`config.mk`:
```
export PLATFORM = sky130hd
export DESIGN_NAME = lv_owt_req_sched_flat
export DESIGN_NICKNAME = d
export VERILOG_FILES = /design/src/rtl/lv_owt_req_sched_pkg.sv /design/src/rtl/lv_owt_req_sched_if.sv /design/src/rtl/lv_owt_poll_tmr.sv /design/src/rtl/lv_owt_req_sched.sv /design/src/flat_wrapper.sv
export SDC_FILE = /design/constraint.sdc
export NUM_CORES = 1
export LEC_CHECK = 0
export ABC_AREA = 1
export ABC_CLOCK_PERIOD_IN_PS = 1250
export CORE_UTILIZATION = 43
export DETAILED_ROUTE_END_ITERATION = 10
export HOLD_SLACK_MARGIN = 0.06
export PLACE_DENSITY_LB_ADDON = 0.08
export SYNTH_ARGS = -nofsm -noshare
export SYNTH_HDL_FRONTEND = slang
export SYNTH_SLANG_ARGS = --single-unit
```
`constraint.sdc`:
```
create_clock -name i_clk -period 1.25 [get_ports i_clk]
set_input_delay 0.3125 -clock i_clk [delete_from_list [all_inputs] [get_ports i_clk]]
set_output_delay 0.3125 -clock i_clk [all_outputs]
set_load 0.1 [all_outputs]
```
`src/rtl/lv_owt_req_sched_pkg.sv`:
```
// Shared types for the OWT request scheduler: FSM states, frame sources, op codes.
package lv_owt_pkg;

  typedef enum logic [1:0] {
    ST_IDLE  = 2'd0,
    ST_ISSUE = 2'd1,
    ST_WAIT  = 2'd2,
    ST_GAP   = 2'd3
  } state_e;

  typedef enum logic [1:0] {
    SRC_SPI  = 2'd0,
    SRC_WDG  = 2'd1,
    SRC_POLL = 2'd2
  } src_e;

  localparam logic RD_OP = 1'b1;
  localparam logic WR_OP = 1'b0;

  localparam logic [6:0] ADC_ADDR_DEF = 7'h7F;

endpackage

```
`src/rtl/lv_owt_req_sched_if.sv`:
```
// Frame request/response bus between the scheduler (master) and the OWT TX controller (slave).
interface lv_owt_req_sched_if #(
  parameter int REG_AW = 7,
  parameter int REG_DW = 8
) ();
  logic              o_owt_wr_req;
  logic              o_owt_rd_req;
  logic [REG_AW-1:0] o_owt_addr;
  logic [REG_DW-1:0] o_owt_data;
  logic              i_owt_ack;
  logic              i_owt_err;
  logic [REG_DW-1:0] i_owt_rdata;

  modport master (
    output o_owt_wr_req, o_owt_rd_req, o_owt_addr, o_owt_data,
    input  i_owt_ack, i_owt_err, i_owt_rdata
  );

  modport slave (
    input  o_owt_wr_req, o_owt_rd_req, o_owt_addr, o_owt_data,
    output i_owt_ack, i_owt_err, i_owt_rdata
  );
endinterface

```
`src/rtl/lv_owt_poll_tmr.sv`:
```
// Free-running status-poll timer; raises a single pending flag per period, no queueing.
module lv_owt_poll_tmr #(
  parameter int PERIOD = 1000
) (
  input  logic i_clk,
  input  logic i_rst,
  input  logic i_en,
  input  logic i_clr,
  output logic o_pend
);
  localparam int TW = (PERIOD > 1) ? $clog2(PERIOD) : 1;

  logic [TW-1:0] cnt;
  logic          wrap;

  assign wrap = (cnt == TW'(PERIOD - 1));

  always_ff @(posedge i_clk) begin
    if (i_rst || !i_en) begin
      cnt    <= '0;
      o_pend <= 1'b0;
    end else begin
      cnt <= wrap ? '0 : cnt + TW'(1);
      // a wrap landing on a grant re-arms: the new period has already elapsed
      if (wrap)       o_pend <= 1'b1;
      else if (i_clr) o_pend <= 1'b0;
    end
  end
endmodule

```
`src/rtl/lv_owt_req_sched.sv`:
```
// Arbitrates SPI / watchdog ADC / status-poll reads onto the OWT frame bus.
// Optional retry path: define LV_OWT_REQ_RETRY_EN.
module lv_owt_req_sched
  import lv_owt_pkg::*;
#(
  parameter int                REG_AW          = 7,
  parameter int                REG_DW          = 8,
  parameter logic [REG_AW-1:0] ADC_ADDR        = REG_AW'(ADC_ADDR_DEF),
  parameter logic [REG_AW-1:0] POLL_ADDR       = REG_AW'(7'h10),
  parameter int                POLL_PERIOD_CYC = 1000,
  parameter int                GAP_CYC         = 16,
  parameter int                RETRY_MAX       = 2,
  parameter int                STARVE_MAX      = 4
) (
  input  logic              i_clk,
  input  logic              i_rst,
  input  logic              i_spi_wr_req,
  input  logic              i_spi_rd_req,
  input  logic [REG_AW-1:0] i_spi_addr,
  input  logic [REG_DW-1:0] i_spi_data,
  output logic              o_spi_ack,
  output logic              o_spi_err,
  output logic [REG_DW-1:0] o_spi_rdata,
  input  logic              i_wdg_req,
  output logic              o_wdg_ack,
  output logic [REG_DW-1:0] o_wdg_rdata,
  input  logic              i_poll_en,
  output logic              o_poll_vld,
  output logic [REG_DW-1:0] o_poll_data,
  output logic              o_busy,
  lv_owt_req_sched_if.master owt
);
  localparam int SW = $clog2(STARVE_MAX + 1);
  localparam int GW = $clog2(GAP_CYC + 1);
  localparam int RW = $clog2(RETRY_MAX + 1);

  state_e            state, state_nxt;
  src_e              lat_src;
  logic              lat_rd;
  logic [REG_AW-1:0] lat_addr;
  logic [REG_DW-1:0] lat_data;
  logic [SW-1:0]     starve_cnt;
  logic [GW-1:0]     gap_cnt;
  logic              poll_pend;

  logic spi_req, wdg_force, arb, any_req, gnt_spi, gnt_wdg, gnt_poll;
  logic owt_done, retry_go, retry_pend, complete, gap_last;

  assign arb       = (state == ST_IDLE);
  assign spi_req   = i_spi_wr_req | i_spi_rd_req;
  assign wdg_force = i_wdg_req && (starve_cnt == SW'(STARVE_MAX));
  assign any_req   = spi_req | i_wdg_req | poll_pend;
  assign gnt_spi   = arb && spi_req && !wdg_force;
  assign gnt_wdg   = arb && i_wdg_req && (wdg_force || !spi_req);
  assign gnt_poll  = arb && poll_pend && !spi_req && !i_wdg_req;

  assign owt_done  = (state == ST_WAIT) && owt.i_owt_ack;
  assign complete  = owt_done && !retry_go;

  // The IDLE arbitration cycle is the last quiet cycle of a normal gap, so
  // GAP itself is one cycle shorter unless a retry jumps straight to ISSUE.
  assign gap_last  = (gap_cnt == (retry_pend ? GW'(GAP_CYC - 1) : GW'(GAP_CYC - 2)));

  lv_owt_poll_tmr #(.PERIOD(POLL_PERIOD_CYC)) u_poll_tmr (
    .i_clk  (i_clk),
    .i_rst  (i_rst),
    .i_en   (i_poll_en),
    .i_clr  (gnt_poll),
    .o_pend (poll_pend)
  );

`ifdef LV_OWT_REQ_RETRY_EN
  logic [RW-1:0] retry_cnt;

  assign retry_go = owt_done && owt.i_owt_err && (retry_cnt < RW'(RETRY_MAX));

  always_ff @(posedge i_clk) begin
    if (i_rst) begin
      retry_cnt  <= '0;
      retry_pend <= 1'b0;
    end else begin
      if (retry_go) begin
        retry_cnt  <= retry_cnt + RW'(1);
        retry_pend <= 1'b1;
      end else if (complete) begin
        retry_cnt  <= '0;
      end
      if (state == ST_GAP && gap_last) retry_pend <= 1'b0;
    end
  end
`else
  assign retry_go   = 1'b0;
  assign retry_pend = 1'b0;
`endif

  always_ff @(posedge i_clk) begin
    if (i_rst) state <= ST_IDLE;
    else       state <= state_nxt;
  end

  always_comb begin
    state_nxt = state;
    case (state)
      ST_IDLE:  if (any_req) state_nxt = ST_ISSUE;
      ST_ISSUE: state_nxt = ST_WAIT;
      ST_WAIT:  if (owt.i_owt_ack) state_nxt = ST_GAP;
      ST_GAP:   if (gap_last) state_nxt = retry_pend ? ST_ISSUE : ST_IDLE;
      default:  state_nxt = ST_IDLE;
    endcase
  end

  always_comb begin
    owt.o_owt_wr_req = 1'b0;
    owt.o_owt_rd_req = 1'b0;
    if (state == ST_ISSUE || state == ST_WAIT) begin
      owt.o_owt_wr_req = (lat_rd == WR_OP);
      owt.o_owt_rd_req = (lat_rd == RD_OP);
    end
    owt.o_owt_addr = lat_addr;
    owt.o_owt_data = lat_data;
    o_busy         = (state != ST_IDLE);
  end

  always_ff @(posedge i_clk) begin
    if (i_rst) begin
      lat_src     <= SRC_SPI;
      lat_rd      <= WR_OP;
      lat_addr    <= '0;
      lat_data    <= '0;
      starve_cnt  <= '0;
      gap_cnt     <= '0;
      o_spi_ack   <= 1'b0;
      o_spi_err   <= 1'b0;
      o_spi_rdata <= '0;
      o_wdg_ack   <= 1'b0;
      o_wdg_rdata <= '0;
      o_poll_vld  <= 1'b0;
      o_poll_data <= '0;
    end else begin
      if (gnt_spi) begin
        lat_src  <= SRC_SPI;
        lat_rd   <= i_spi_rd_req ? RD_OP : WR_OP;
        lat_addr <= i_spi_addr;
        lat_data <= i_spi_rd_req ? '0 : i_spi_data;
      end else if (gnt_wdg) begin
        lat_src  <= SRC_WDG;
        lat_rd   <= RD_OP;
        lat_addr <= ADC_ADDR;
        lat_data <= '0;
      end else if (gnt_poll) begin
        lat_src  <= SRC_POLL;
        lat_rd   <= RD_OP;
        lat_addr <= POLL_ADDR;
        lat_data <= '0;
      end

      if (gnt_wdg)
        starve_cnt <= '0;
      else if (gnt_spi && i_wdg_req && starve_cnt != SW'(STARVE_MAX))
        starve_cnt <= starve_cnt + SW'(1);

      gap_cnt <= (state == ST_GAP) ? gap_cnt + GW'(1) : '0;

      o_spi_ack  <= complete && lat_src == SRC_SPI;
      o_spi_err  <= complete && lat_src == SRC_SPI && owt.i_owt_err;
      o_wdg_ack  <= complete && lat_src == SRC_WDG;
      o_poll_vld <= complete && lat_src == SRC_POLL;
      if (complete && lat_src == SRC_SPI)
        o_spi_rdata <= (lat_rd == RD_OP && !owt.i_owt_err) ? owt.i_owt_rdata : '0;
      if (complete && lat_src == SRC_WDG)
        o_wdg_rdata <= owt.i_owt_err ? '0 : owt.i_owt_rdata;
      if (complete && lat_src == SRC_POLL)
        o_poll_data <= owt.i_owt_err ? '0 : owt.i_owt_rdata;
    end
  end
endmodule
```
`src/flat_wrapper.sv`:
```
// flat-port wrapper written by rule: the top's interface ports become plain ports
module lv_owt_req_sched_flat import lv_owt_pkg::*;
#(
  parameter int                REG_AW          = 7,
  parameter int                REG_DW          = 8,
  parameter logic [REG_AW-1:0] ADC_ADDR        = REG_AW'(ADC_ADDR_DEF),
  parameter logic [REG_AW-1:0] POLL_ADDR       = REG_AW'(7'h10),
  parameter int                POLL_PERIOD_CYC = 1000,
  parameter int                GAP_CYC         = 16,
  parameter int                RETRY_MAX       = 2,
  parameter int                STARVE_MAX      = 4
)
  (i_clk, i_rst, i_spi_wr_req, i_spi_rd_req, i_spi_addr, i_spi_data, o_spi_ack, o_spi_err, o_spi_rdata, i_wdg_req, o_wdg_ack, o_wdg_rdata, i_poll_en, o_poll_vld, o_poll_data, o_busy, owt_o_owt_wr_req, owt_o_owt_rd_req, owt_o_owt_addr, owt_o_owt_data, owt_i_owt_ack, owt_i_owt_err, owt_i_owt_rdata);
  lv_owt_req_sched_if #(.REG_AW(REG_AW), .REG_DW(REG_DW)) owt_i ();
  input  logic i_clk;
  input  logic i_rst;
  input  logic i_spi_wr_req;
  input  logic i_spi_rd_req;
  input  logic [REG_AW-1:0] i_spi_addr;
  input  logic [REG_DW-1:0] i_spi_data;
  output logic o_spi_ack;
  output logic o_spi_err;
  output logic [REG_DW-1:0] o_spi_rdata;
  input  logic i_wdg_req;
  output logic o_wdg_ack;
  output logic [REG_DW-1:0] o_wdg_rdata;
  input  logic i_poll_en;
  output logic o_poll_vld;
  output logic [REG_DW-1:0] o_poll_data;
  output logic o_busy;
  output wire logic [$bits(owt_i.o_owt_wr_req)-1:0] owt_o_owt_wr_req;
  output wire logic [$bits(owt_i.o_owt_rd_req)-1:0] owt_o_owt_rd_req;
  output wire logic [$bits(owt_i.o_owt_addr)-1:0] owt_o_owt_addr;
  output wire logic [$bits(owt_i.o_owt_data)-1:0] owt_o_owt_data;
  input wire logic [$bits(owt_i.i_owt_ack)-1:0] owt_i_owt_ack;
  input wire logic [$bits(owt_i.i_owt_err)-1:0] owt_i_owt_err;
  input wire logic [$bits(owt_i.i_owt_rdata)-1:0] owt_i_owt_rdata;
  assign owt_o_owt_wr_req = owt_i.o_owt_wr_req;
  assign owt_o_owt_rd_req = owt_i.o_owt_rd_req;
  assign owt_o_owt_addr = owt_i.o_owt_addr;
  assign owt_o_owt_data = owt_i.o_owt_data;
  assign owt_i.i_owt_ack = owt_i_owt_ack;
  assign owt_i.i_owt_err = owt_i_owt_err;
  assign owt_i.i_owt_rdata = owt_i_owt_rdata;
  lv_owt_req_sched #(.REG_AW(REG_AW), .REG_DW(REG_DW), .ADC_ADDR(ADC_ADDR), .POLL_ADDR(POLL_ADDR), .POLL_PERIOD_CYC(POLL_PERIOD_CYC), .GAP_CYC(GAP_CYC), .RETRY_MAX(RETRY_MAX), .STARVE_MAX(STARVE_MAX)) u_core (.i_clk(i_clk), .i_rst(i_rst), .i_spi_wr_req(i_spi_wr_req), .i_spi_rd_req(i_spi_rd_req), .i_spi_addr(i_spi_addr), .i_spi_data(i_spi_data), .o_spi_ack(o_spi_ack), .o_spi_err(o_spi_err), .o_spi_rdata(o_spi_rdata), .i_wdg_req(i_wdg_req), .o_wdg_ack(o_wdg_ack), .o_wdg_rdata(o_wdg_rdata), .i_poll_en(i_poll_en), .o_poll_vld(o_poll_vld), .o_poll_data(o_poll_data), .o_busy(o_busy), .owt(owt_i));
endmodule
```
==> flow_results.org, run 1 <==
** Yosys
- The area fraction in compound gates after synthesis is 0.1320.
- By area, the combinational part of the netlist is dominated by simple AND/OR/NAND/NOR gates.
- After technology mapping, the gate count stands at 359.
- Summing every instance area after synthesis gives 2806 um2.
- The synthesized netlist contains 26 unique library cells.
- Top_reg_cell synth :: sky130_fd_sc_hd__dfxtp_1
- In the synthesized netlist, the cells that appear most often are sky130_fd_sc_hd__dfxtp_1, sky130_fd_sc_hd__nor2_1, sky130_fd_sc_hd__nand2_1, sky130_fd_sc_hd__inv_1, sky130_fd_sc_hd__a21oi_1.
- Syn_nets :: 398
- The average instance in the mapped netlist occupies 7.817 um2.
- Area share of and/or/nand/nor cells after synthesis :: 0.2555
- Cell types occupying the most area after synthesis :: sky130_fd_sc_hd__dfxtp_1, sky130_fd_sc_hd__nor2_1, sky130_fd_sc_hd__nand2_1
- For this run, the register share of the synthesized area comes to 0.4779.
- Cell with the most instances after synthesis :: sky130_fd_sc_hd__dfxtp_1
- Most area-hungry cell type in the Yosys netlist :: sky130_fd_sc_hd__dfxtp_1
- Of the total synthesized cell area, the portion taken by full adders, half adders and majority gates is 0.03567.
- Share of the synthesized area in the top cell type :: 0.4779
- For this run, the number of Yosys warnings is 0.
- Of the total synthesized cell area, the portion taken by XOR and XNOR cells is 0.02185.
- Number of flip-flops and latches in the synthesized netlist :: 67
- EDFF count, synth :: 0
- After synthesis, the share of cell area in mux cells is 0.
- For this run, asynchronously set or reset flops after synthesis account for 0.

** Detailed routing
- After detailed routing, the average wire length per cell comes to 15.80 um.
- Number of remaining DRC errors :: 0
- Detailed Route Iter0 Violations :: 99
- Vias per cell :: 5.162
- The first detailed-routing pass ran for 4 iterations.
- Across all layers, the routed design uses 2963 vias.
- ANT nets after route :: 0
- After detailed routing, the total wire length is 9067 um.

** Clock tree
- CTS saw 67 sinks.
- The longest clock path from root to sink contains 2 buffers.
- At the later pin of the worst-skew pair, clock insertion delay measures 0.33 ns.
- The cell sitting at the root of the clock tree is a sky130_fd_sc_hd__clkbuf_8.
- Clock slew at the register clock pins of the worst setup and hold paths :: 0.07 ns
- Total clock buffers created by CTS :: 9
- TritonCTS built the clock tree.
- H-tree depth :: 3

** Placed design
- Half-perimeter wire length after detailed placement :: 5336 um
- Final GP Congestion :: 0.8351
- In this run the cell area measured after placement is 4479 um2.
- Port buffering added 76 buffers.

** Timing
- Setup repair after global routing could not meet its margin everywhere.
- Setup violations remaining at the end of the flow were counted as 55.
- For the finished layout, the period the worst path requires is 1.661 ns.
- Across the routed clock network, the largest skew measured is 0.008196 ns.
- The final hold violation count came to 0.
- Maximum clock rate :: 0.6019 GHz
- Setup slack on the critical path of the routed design comes to -0.4113 ns.
- In this run the tightest slew margin relative to its limit is 0.7679.
- Fin Setup TNS :: -11.09 ns
- At the pin with the least slew margin, the transition time is 0.3481 ns.
- Minimum hold slack :: 0.4745 ns
- Dividing the final minimum period by the clock period gives 1.329.
- The count of pins over their slew limit is 0.

** Die
- Initial core utilization :: 0.4445
- Total Die Area :: 6853 um2
- From bottom edge to top edge, the die measures 82.79 um.
- 77 I/O pins were placed.
- Core region area :: 6314 um2
- Site Rows :: 29
- In this run the horizontal extent of the chip is 82.79 um.

** Layout
- Relative to the synthesized area, the layout overhead comes to 86.54%.
- Diode insertion count for antenna repair :: 0
- The finished cells cover 5235 um2.
- At the end of the flow the core is filled with cells to 0.8292.
- The net count of the finished layout is 531.
- Area taken by flip-flops and latches :: 1393 um2
- Fraction of layout cells with a size suffix above 1 :: 0.5070
- Fill cells in the final layout number 351.
- Summing all multi-input logic gate instances after layout gives 1610 um2.

** Setup path
- The critical path starts at u_core.state[0].
- The signal on the critical path passes through inv_2 > ha_4 > inv_4 > nor2_4 > buf_12.
- The worst setup path is of the register to primary output kind.
- On the critical path, the stage with the largest delay is an instance of sky130_fd_sc_hd__dfxtp_2.
- Counting cells, the worst reg-to-reg path comes to 8.
- The startpoint identified for the worst register-to-register timing path is u_core.state[1].
- STA classifies the critical path endpoint as a primary output.
- The worst setup path is launched from a register.
- Maximum fanout count along the critical path :: 2
- Setup slack on the worst reg-to-reg path comes out at -0.32 ns.
- Arrival @ worst endpoint :: 1.35 ns
- The largest single stage delay on the critical path is 0.34 ns.
- CP Data Required Time :: 0.94 ns

** Outcome
- The run finished, with violations left.
- The final reports fail on negative setup slack.

** Min path
- The path class of the tightest hold or removal check is register to register.
- Number of cells on the worst hold path :: 1
- In this run the most critical hold path is launched from u_core.gap_cnt[0].

** GRT
- Wire length of the first global-routing pass :: 11990 um
- Via count of the first global-routing pass :: 2673
- Across every metal layer, demand over resource in global routing totals 0.2356.
- The number of antenna violations at the first check in global routing came to 0.
- Pin count of the biggest net entering global routing :: 23
- Overall overflow remaining after global route :: 0

** Power
- PnR Total Power :: 9591 uW
- Peak supply drop :: 1.979 mV
- For this design the ratio of total power to cell area is 1832 nW/um2.
- Leakage power summed over all cells :: 0.002130 uW

** Flow run
- Number of maximum-capacitance constraint violations :: 0
-- cell families after synthesis --
logic type	after synthesis
xor gates and xnor gates	7
DFF	67
and+or+nand+nor	159
adders and majority gates	8
AOI/OAI and AO/OA	67
buffers and inverters	51
-- worst paths after layout --
check	to
setup / recovery	owt_o_owt_wr_req
hold / removal	u_core.gap_cnt[0]
setup reg to reg	u_core.owt.o_owt_data[3]
hold reg to reg	u_core.gap_cnt[0]
-- final cells by class --
cell class              instances  area share
flip-flops and latches         67      0.2660
multi-input cells             241      0.3076
clock buffers                  11     0.02510
well taps                      77     0.01840
clock inverters                 5     0.01482
repair buffers                132      0.3334
inverters                      41     0.03466
-- registers in the layout, indices dropped and copies added (netlist names), 3 cells and up --
signal and cells:
u_core.o_poll_data 8, u_core.gap_cnt 5, u_core.u_poll_tmr.cnt 10, u_core.o_spi_rdata 8, u_core.owt.o_owt_addr 7, u_core.o_wdg_rdata 8
u_core.owt.o_owt_data 8, u_core.starve_cnt 3
-- power by group --
group          leakage [uW]  switching, uW  internal [uW]
registers          0.000562            256           2390
clock network      0.000103            785           1120
logic               0.00146           3020           2020
total               0.00213           4060           5530
-- placed cells by master, fill, tap and decap left out, drive strengths merged, types with 3 or more instances in the layout --
cell type and instances:
buf 102, nor2 68, dfxtp 67, nand2 50, inv 39, a21oi 39
clkdlybuf4s50 28, o21ai 25, nand3 21, nand4 12, clkbuf 11, ha 8
nor3 8, xor2 5, clkinvlp 3
-- routing by layer --
metal / vias to the layer above / part of all wire / track usage
met4: 0 / 0.031 / 0.06897
met3: 24 / 0.049 / 0.06339
met2: 87 / 0.52 / 0.4279
met5: - / 0 / 0
met1: 1420 / 0.40 / 0.2680
li1: 1432 / - / -
-- metrics by stage --
stage          cells  setup slack (ns)
3_5_place_dp     541           -0.4798
5_1_grt          574           -0.4729
2_1_floorplan    359           -0.4086
4_1_cts          566           -0.4037
6_report         574           -0.4113
3_3_place_gp     541           -0.4254
-- critical path, delay by kind of cell (launching register included) --
kind	cells	cell delay [ns]
buf+inv	3	0.28
simple gates	1	0.09
flops	1	0.34
fa+ha+maj	1	0.30
-- timing repair --
action                                  4_1_cts  5_1_grt
hold endpoints to repair                      0        0
cloned                                        1        0
hold buffers                                  0        0
endpoints found under the setup margin       55       74
buffers inserted                             10       10
gates resized for setup                      50       89
pin swaps                                    17       42
No activity file was read; power rests on OpenSTA's default activity.
==> run 2: changes to the inputs <==
GPL_ROUTABILITY_DRIVEN = 0   (was default)
==> results of run 2 <==
Final layout, timing and power as in run 1 (identical DEF).
==> run 3: changes to the inputs <==
ABC_CLOCK_PERIOD_IN_PS = 1400   (was 1250)
CORE_UTILIZATION = 55   (was 43)
DONT_BUFFER_PORTS = 1   (was default)
SETUP_SLACK_MARGIN = 0.4   (was default)
clock period = 1.4 ns   (was 1.25 ns; I/O delays follow)
==> run 3 against run 2 <==
Sequential cell count did not move. Via count is 1.4% lower. Wire length up 7.9%. Clock power decreased by 14%. The run still ends with negative setup slack left.
==> flow_results.org, run 3 (synthesized netlist as in run 1, its figures left out) <==
** Outcome
- The run finished, with violations left.
- Violated checks :: negative setup slack

** Clock tree
- The total CTS buffers came to 9 (unchanged).
- Clock tree from TritonCTS :: built
- The post-cts hold buffer count was 0 (unchanged).
- H-tree depth :: 3 (unchanged)
- Clock sinks :: 67 (unchanged)
- The worst-skew pair later-pin latency was 0.36 ns (+0.03 ns).
- The clock slew seen by the registers of the worst setup and hold paths is 0.08 ns (about the same).
- Clk buf depth :: 2 (unchanged)
- Clk root buf :: sky130_fd_sc_hd__clkbuf_8

** Die
- The die boundary height is 73.43 um (-11%).
- Site Rows :: 25 (-14%)
- The effective utilization at floorplan came to 0.5826 (+0.1381).
- The area of the die is 5392 um2 (-21%).
- The total core area was 4817 um2 (-24%).
- The overall die width was 73.43 um (-11%).
- Top-level I/O count :: 77 (unchanged)

** Detailed routing
- The met3 layer wire length in the routed design was 695 um (+56%).
- Met1 wire length :: 3546 um (-3.2%)
- The via total after detailed routing came to 2921 (-1.4%).
- The post-route DRC violation count was 0 (unchanged).
- Wire per inst :: 20.04 um (+27%)
- The post-detailed-routing wire length came to 9781 um (+7.9%).
- The first-iteration detailed-routing DRC count is 177 (+79%).
- The post-route antenna net violation count was 0 (unchanged).
- First-pass iteration count of the detailed router :: 5 (+1)
- Amount of wire on met2 after detailed routing :: 5012 um (+7.2%)
- Highest routing layer actually used :: met4
- Vias per cell :: 5.986 (+16%)

** Setup path
- Type of element launching the critical path :: register
- The data required time at the worst endpoint is 1.05 ns (+0.11 ns).
- Maximum fanout count along the critical path :: 2 (unchanged)
- Arrival @ worst endpoint :: 1.36 ns (about the same)
- STA classifies the critical path endpoint as a primary output.
- Worst setup path class :: register to primary output

** Timing
- For this run, the top clock speed supported by timing is 0.5844 GHz.
- Final hold violations :: 0 (unchanged)
- Post-route minimum period :: 1.711 ns
- Setup repair after global routing could not meet its margin everywhere.
- The setup violation total in the final timing report is 52 (-5.5%).
- The post-route clock skew is 0.01563 ns (+0.007431 ns).
- Minimum hold slack :: 0.04790 ns (-0.4266 ns)
- Dividing the final minimum period by the clock period gives 1.222.
- Max Transition Viols Final :: 0 (unchanged)
- Slew headroom :: 0.5802 (-0.1877)
- Post-layout worst setup margin :: -0.3112 ns (+0.1001 ns)
- Actual transition at the worst max-transition pin :: 0.6290 ns (+0.2809 ns)

** Power
- Share of total power in combinational logic :: 0.380 (-0.145)
- Power spent charging and discharging nets :: 3598 uW (-11%)
- PnR Total Power :: 7855 uW (-18%)
- The net switching fraction of the power came to 0.4581 (+0.03447).
- Leakage power summed over all cells :: 0.001693 uW (-21%)
- The part of the power in registers is 0.412 (+0.136).
- The clock network fraction of total power was 0.208 (+0.010).
- The worst vdd rail ir drop is 1.387 mV (-30%).
- Power per cell area :: 1818 nW/um2 (-0.79%)
- The internal power summed over all cells was 4257 uW (-23%).

** GRT
- Global Route Usage Sum :: 0.2985 (+0.06283)
- Via count of the first global-routing pass :: 2649 (-0.90%)
- Wire length of the first global-routing pass :: 12010 um (+0.17%)
- The global route total overflow is 0 (unchanged).
- The largest net degree at the start of global routing is 24 (+4.3%).
- Number of antenna violations at the first check in global routing :: 0 (unchanged)

** Min path
- Min-Delay Path Class :: input pin to register

** Layout
- In the layout the commonest cells are sky130_fd_sc_hd__nor2_1, sky130_fd_sc_hd__dfxtp_4, sky130_fd_sc_hd__nand2_1.
- The final-layout fill cell count is 208 (-41%).
- Commonest non-fill, non-tap cell in the layout :: sky130_fd_sc_hd__nor2_1
- Most flops, register :: u_core.u_poll_tmr.cnt
- Number of flip-flops in the largest register :: 10 (unchanged)
- The final-stage net count came to 455 (-14%).
- Synthesis-to-finish area growth :: 53.99%
- Fraction of layout cells with a size suffix above 1 :: 0.5819 (+0.07491)
- The number of inserted diodes came to 0 (unchanged).

** Placed design
- The half-perimeter wire length of the detailed placement result was 4531 um (-15%).
- The count of port buffers added during placement is 0 (-100%).

** Flow run
- The count of maximum capacitance violations was 0 (unchanged).
-- run 3: changes by cell type in the layout (fill, tap and decap cells not counted), moves of 4 or more --
cell and delta:
sky130_fd_sc_hd__nor2_1 -12, sky130_fd_sc_hd__nor2_2 +12, sky130_fd_sc_hd__nand2_4 +6, sky130_fd_sc_hd__buf_12 -42
sky130_fd_sc_hd__buf_6 +4, sky130_fd_sc_hd__clkdlybuf4s50_1 -28, sky130_fd_sc_hd__buf_4 -12, sky130_fd_sc_hd__dfxtp_2 -27
sky130_fd_sc_hd__dfxtp_4 +39, sky130_fd_sc_hd__o21ai_0 -10, sky130_fd_sc_hd__dfxtp_1 -12, sky130_fd_sc_hd__o21ai_2 +7
-- run 3: cell type report --
type                    count  area, um2  share of cell area
multi-input cells         244       1792              0.4146
flip-flops and latches     67       1505              0.3483
repair buffers             53      566.8              0.1312
inverters                  41      186.4             0.04314
clock buffers              14      152.6             0.03532
well taps                  67      83.83             0.01940
clock inverters             2      35.03            0.008107
-- run 3: timing repair --
action / CTS / global route
hold endpoints to repair: 0 / 14
buffers inserted: 15 / 11
pin swaps: 28 / 44
endpoints found under the setup margin: 110 / 112
resized for setup: 129 / 99
gates cloned: 5 / 1
-- run 3: worst max-delay path, stage by stage, from the launching register on --
cell,delay [ns]
sky130_fd_sc_hd__dfxtp_2,0.35
sky130_fd_sc_hd__inv_2,0.05
sky130_fd_sc_hd__ha_4,0.29
sky130_fd_sc_hd__inv_4,0.04
sky130_fd_sc_hd__nor2_4,0.09
sky130_fd_sc_hd__buf_12,0.18
-- run 3: metal layers --
| metal | track usage | vias to the layer above |
|---|---|---|
| li1 | - | 1289 |
| met4 | 0.1752 | 0 |
| met5 | 0 | - |
| met1 | 0.3356 | 1405 |
| met3 | 0.09191 | 58 |
| met2 | 0.4990 | 169 |
-- run 3: power by group through the flow --
stage | Sequential, uW | Clock [uW] | Combinational [uW]
2_1_floorplan | 3280 | 0 | 1230
3_5_place_dp | 3250 | 0 | 1750
3_3_place_gp | 3240 | 0 | 1720
6_report | 3240 | 1630 | 2990
5_1_grt | 3260 | 1720 | 3110
4_1_cts | 3210 | 1580 | 2360
-- run 3: path summary, 6_finish.rpt --
kind                                        start                        to  slack [ns]  cells after the start
worst max-delay path              u_core.state[0]          owt_o_owt_wr_req       -0.31                      5
worst min-delay path                        i_rst          u_core.o_wdg_ack        0.05                      1
worst max register to register    u_core.state[1]  u_core.owt.o_owt_data[5]       -0.22                     10
worst min register to register  u_core.gap_cnt[0]         u_core.gap_cnt[0]        0.47                      1
-- run 3: metrics by stage --
step,worst slack (ns),TNS [ns],utilization,instances,instance area [um2]
global placement,0.05260,0,0.6595,440,3177
floorplan,-0.2545,-1.851,-,359,2963
global route,-0.3394,-9.062,0.8971,488,4322
detailed placement,-0.003266,-0.003266,0.6595,440,3177
CTS,-0.2790,-0.7650,0.8153,476,3928
finish,-0.3112,-6.273,0.8971,488,4322
==> variant 1 (settings of run 2) <==
Re-encode `state_e` (4 states) as one-hot, 4 bits wide.
--- a/src/rtl/lv_owt_req_sched_pkg.sv
+++ b/src/rtl/lv_owt_req_sched_pkg.sv
@@ -2,9 +2,9 @@
 package lv_owt_pkg;
 
-  typedef enum logic [1:0] {
-    ST_IDLE  = 2'd0,
-    ST_ISSUE = 2'd1,
-    ST_WAIT  = 2'd2,
-    ST_GAP   = 2'd3
+  typedef enum logic [3:0] {
+    ST_IDLE  = 4'b0001,
+    ST_ISSUE = 4'b0010,
+    ST_WAIT  = 4'b0100,
+    ST_GAP   = 4'b1000
   } state_e;
 
Check against the original RTL: no difference found for any inputs over 10 cycles, from zero or initial values and one cycle with i_rst high; not proved beyond that.
==> variant 1 against run 2 <==
- the flow still finishes with violations (negative setup slack)
- die area up 8.5%
- design area up 7.9%
- routed wire length up 16%
- sequential cell count up 2
- critical path depth up 1
- global-route usage up 0.16 points
- sequential share of layout area down 1.1 points
- via count up 14%
- setup slack worse by 0.12 ns
- synthesized area up 8.7%
- critical path type unchanged
- highest routed layer unchanged
Power is not compared: it rests on default switching activity, and its combinational part moved more than twofold at a synthesized area within 25%.
==> variant 1: results (changes against run 2) <==
Layout
  – Number of fill cells: 393 (+12%)
  – Filler-free cell count of the finished design: 676 (+18%)
  – Share of final-layout standard cells stronger than drive strength 1: 44.83% (-5.9 points)
  – Count of nets after finishing: 612 (+15%)

STA
  – Min Hold Slack: 0.4791 ns (+0.004578 ns)
  – Aggregate negative setup slack: -14.89 ns (-3.792 ns)
  – Remaining max-slew budget at the tightest pin: 79.93% (+3.1 points)
  – Setup Viol. Count Final: 62 (+13%)
  – Fin worst setup slack: -0.5357 ns (-0.1244 ns)
  – Worst-case clock skew: 0.01341 ns (+0.005211 ns)

Status
  – Outcome: finished, violations left
  – Violated checks: negative setup slack

GRT
  – All-Layer GR Usage: 23.73% (+0.16 points)
  – Wire length of the first global-routing pass: 13730 um (+15%)
  – Vias in the first global route: 3017 (+13%)

Placed design
  – Post-DP Area: 0.004690 mm^2 (+4.7%)
  – Post-placement worst setup slack: -0.4268 ns (+0.05300 ns)
  – Post-Place Cells: 633 (+17%)
  – Dpl hpwl: 5517 um (+3.4%)

Critical path
  – Arrival time of data at the critical path endpoint: 1.47 ns (+0.12 ns)
  – Largest fanout on the critical path: 4 (+2)
  – Delay of the slowest critical-path stage: 0.37 ns (+0.03 ns)
  – Cell family contributing the most delay on the critical path: simple AND/OR/NAND/NOR gates
  – Slowest cell on the critical path: sky130_fd_sc_hd__dfxtp_4

Yosys
  – Area contributors post-synth: sky130_fd_sc_hd__dfxtp_1 45%, sky130_fd_sc_hd__nand2_1 15%, sky130_fd_sc_hd__nor2_1 10%
  – Syn Nets: 472 (+19%)
  – Cell types with the highest counts after synthesis: 126 x sky130_fd_sc_hd__nand2_1, 81 x sky130_fd_sc_hd__nor2_1, 69 x sky130_fd_sc_hd__dfxtp_1
  – Dominant cell by count in the synthesized netlist: sky130_fd_sc_hd__nand2_1
  – Post-Synthesis Mean Instance Area: 6.999 um^2 (-10%)
  – Sequential area share after synthesis: 45.26% (-2.5 points)

Drt
  – Detailed Route Iter0 Violations: 122 (+23%)
  – Detailed-route vias per instance: 4.990 (-3.3%)
  – Routed wirelength normalized by instance count: 15.51 um (-1.8%)

Power
  – Reported leakage power: 2.429 nW
## variant 1: cells by family after synthesis
group	share of synthesized area, %
simple gates	37.64
xor+xnor	0.5741
flops	45.26
compound gates	5.330
buf+inv	9.143
fa+ha+maj	2.050
## variant 1: cell type report
class / count / area, um^2 / share of cell area (%)
clock buffers: 14 / 172.7 / 3.056
flip-flops and latches: 69 / 1440 / 25.49
clock inverters: 1 / 5.005 / 0.08859
repair buffers: 138 / 1853 / 32.80
inverters: 56 / 217.7 / 3.854
well taps: 96 / 120.1 / 2.126
multi-input cells: 302 / 1841 / 32.58
## variant 1: what timing repair did
| action | in CTS | in global routing |
|---|---|---|
| endpoints found under the setup margin | 46 | 83 |
| setup buffers | 13 | 20 |
| pin swaps | 16 | 34 |
| hold buffers | 0 | 0 |
| gates resized for setup | 57 | 108 |
| cloned | 1 | 1 |
| endpoints found under the hold margin | 0 | 0 |
## variant 1: layer usage
layer | vias to the layer above | wire [um] | GRT usage (%) | share of wire [%]
met2 | 116 | 5239 | 40.91 | 50
met5 | - | 0 | 0 | 0
met1 | 1612 | 4402 | 28.72 | 42
li1 | 1625 | - | - | -
met4 | 0 | 211 | 9.545 | 2.0
met3 | 20 | 630 | 5.238 | 6.0
## variant 1: where the power goes
group | internal [mW] | total (mW) | switching [mW] | leakage [nW]
Clock | 0.873 | 1.71 | 0.841 | 0.0926
Combinational | 0.973 | 2.26 | 1.29 | 1.76
Sequential | 2.30 | 2.41 | 0.110 | 0.578
Total | 4.14 | 6.38 | 2.24 | 2.43
## variant 1: path summary, 6_finish.rpt
check	start	endpoint	depth (start not counted)
max	u_core.state[1]$_SDFFE_PP0P_	owt_o_owt_rd_req	6
min	u_core.gap_cnt[0]$_SDFF_PP0_	u_core.gap_cnt[0]$_SDFF_PP0_	1
max reg2reg	u_core.state[2]$_SDFFE_PP0P_	u_core.owt.o_owt_data[3]$_SDFFE_PP0P_	10
min reg2reg	u_core.gap_cnt[0]$_SDFF_PP0_	u_core.gap_cnt[0]$_SDFF_PP0_	1
## variant 1: worst register-to-register path, cell delays in order (launching register included)
cell and delay (ns):
sky130_fd_sc_hd__dfxtp_4 0.38, sky130_fd_sc_hd__nor2_4 0.13, sky130_fd_sc_hd__buf_4 0.12, sky130_fd_sc_hd__buf_4 0.11
sky130_fd_sc_hd__nand2_4 0.06, sky130_fd_sc_hd__buf_6 0.14, sky130_fd_sc_hd__nor2_8 0.15, sky130_fd_sc_hd__buf_4 0.14
sky130_fd_sc_hd__buf_8 0.13, sky130_fd_sc_hd__nand3_4 0.08, sky130_fd_sc_hd__a21oi_2 0.17
==> variant 2 (config.mk and constraints of run 2) <==
Without the edit above. `REG_AW` is set to 7 in 3 places; all go to 8.
--- a/src/rtl/lv_owt_req_sched_if.sv
+++ b/src/rtl/lv_owt_req_sched_if.sv
@@ -1,5 +1,5 @@
 // Frame request/response bus between the scheduler (master) and the OWT TX controller (slave).
 interface lv_owt_req_sched_if #(
-  parameter int REG_AW = 7,
+  parameter int REG_AW = 8,
   parameter int REG_DW = 8
 ) ();
--- a/src/rtl/lv_owt_req_sched.sv
+++ b/src/rtl/lv_owt_req_sched.sv
@@ -4,5 +4,5 @@
   import lv_owt_pkg::*;
 #(
-  parameter int                REG_AW          = 7,
+  parameter int                REG_AW          = 8,
   parameter int                REG_DW          = 8,
   parameter logic [REG_AW-1:0] ADC_ADDR        = REG_AW'(ADC_ADDR_DEF),
--- a/src/flat_wrapper.sv
+++ b/src/flat_wrapper.sv
@@ -2,5 +2,5 @@
 module lv_owt_req_sched_flat import lv_owt_pkg::*;
 #(
-  parameter int                REG_AW          = 7,
+  parameter int                REG_AW          = 8,
   parameter int                REG_DW          = 8,
   parameter logic [REG_AW-1:0] ADC_ADDR        = REG_AW'(ADC_ADDR_DEF),
Interface: changed (resized i_spi_addr and owt_o_owt_addr); port bits go from 77 to 79. The function was not compared with the original's and may differ.
==> variant 2 against run 2 <==
- the run still ends with negative setup slack left
- clock skew down 0.0025 ns
- synthesized area up 2.4%
- via count up 3.2%
- critical path depth unchanged
- sequential power up 2%
- total power down 1.8%
- routed wire length up 12%
- sequential cell count up 1
- setup slack about the same
- cell count up 0.17%
- design area up 3.3%
- die area up 2.4%
- largest power group unchanged
- highest routed layer unchanged
==> variant 2: results (changes against run 2) <==
Status
  – Violated checks: negative setup slack
  – Outcome: finished, violations left

Drt
  – Detailed-route vias per instance: 5.317 (+3.0%)
  – Detailed Route Iter0 Violations: 158 (+60%)
  – Met2 wire length: 5099 um (+9.1%)

Placed design
  – Post-Place Cells: 535 (-1.1%)
  – Post-placement worst setup slack: -0.4673 ns (+0.01249 ns)
  – Dpl hpwl: 5430 um (+1.8%)

STA
  – Setup Viol. Count Final: 56 (+1.8%)
  – Tightest Pin Transition: 0.3538 ns (+0.005692 ns)
  – Fin worst setup slack: -0.4117 ns (-0.0004280 ns)

Critical path
  – R2r startpoint: u_core.state[0]$_SDFFE_PP0P_
  – Worst Reg-to-Reg Cells: 10 (+2)
  – Flop-to-flop setup slack: -0.36 ns (-0.04 ns)

Yosys
  – Cell types with the highest counts after synthesis: 68 x sky130_fd_sc_hd__dfxtp_1, 55 x sky130_fd_sc_hd__nor2_1, 52 x sky130_fd_sc_hd__nand2_1
  – Synthesized-area fraction occupied by xor and xnor cells: 1.219% (-0.97 points)
  – Area contributors post-synth: sky130_fd_sc_hd__dfxtp_1 47%, sky130_fd_sc_hd__nor2_1 7.2%, sky130_fd_sc_hd__a21oi_1 6.8%
  – Adder-cell area share of the yosys netlist: 3.483% (-0.084 points)

GRT
  – Met1 GRT Util: 31.41% (+4.6 points)
  – Pin count of the biggest net entering global routing: 24 (+4.3%)
  – Vias in the first global route: 2913 (+9.0%)

Die
  – Floorplan core area: 0.006386 mm^2 (+1.1%)

Clock network
  – Worst skew pair latency: 0.35 ns (+0.02 ns)

Power
  – Internal Power: 5.361 mW (-3.0%)

Layout
  – Count of nets after finishing: 535 (+0.75%)
  – Share of final-layout standard cells stronger than drive strength 1: 57.03% (+6.3 points)
==> variant 2: cell types whose count changed after synthesis, moves of 3 or more <==
cell                             run 2  this run
sky130_fd_sc_hd__nor2_1             65        55
sky130_fd_sc_hd__o21ai_1             2         8
sky130_fd_sc_hd__o21ai_0            20        15
sky130_fd_sc_hd__inv_1              38        34
sky130_fd_sc_hd__a21oi_1            36        39
sky130_fd_sc_hd__buf_2               5         2
sky130_fd_sc_hd__nand2_1            49        52
sky130_fd_sc_hd__nand3_1            19        22
sky130_fd_sc_hd__xor2_1              5         2
==> variant 2: power groups by stage <==
stage	Combinational, mW	Clock, mW	Sequential, mW
after floorplan	1.37	0	3.66
after global placement	3.80	0	2.66
after detailed placement	3.86	0	2.66
after CTS	4.43	1.82	2.64
after global routing	5.09	1.94	2.70
final	4.92	1.82	2.69
==> variant 2: what timing repair did <==
action | CTS | global route
buffers inserted | 15 | 10
pin swaps | 16 | 36
cloned | 4 | 1
gates resized for setup | 91 | 94
setup endpoints to repair | 64 | 81
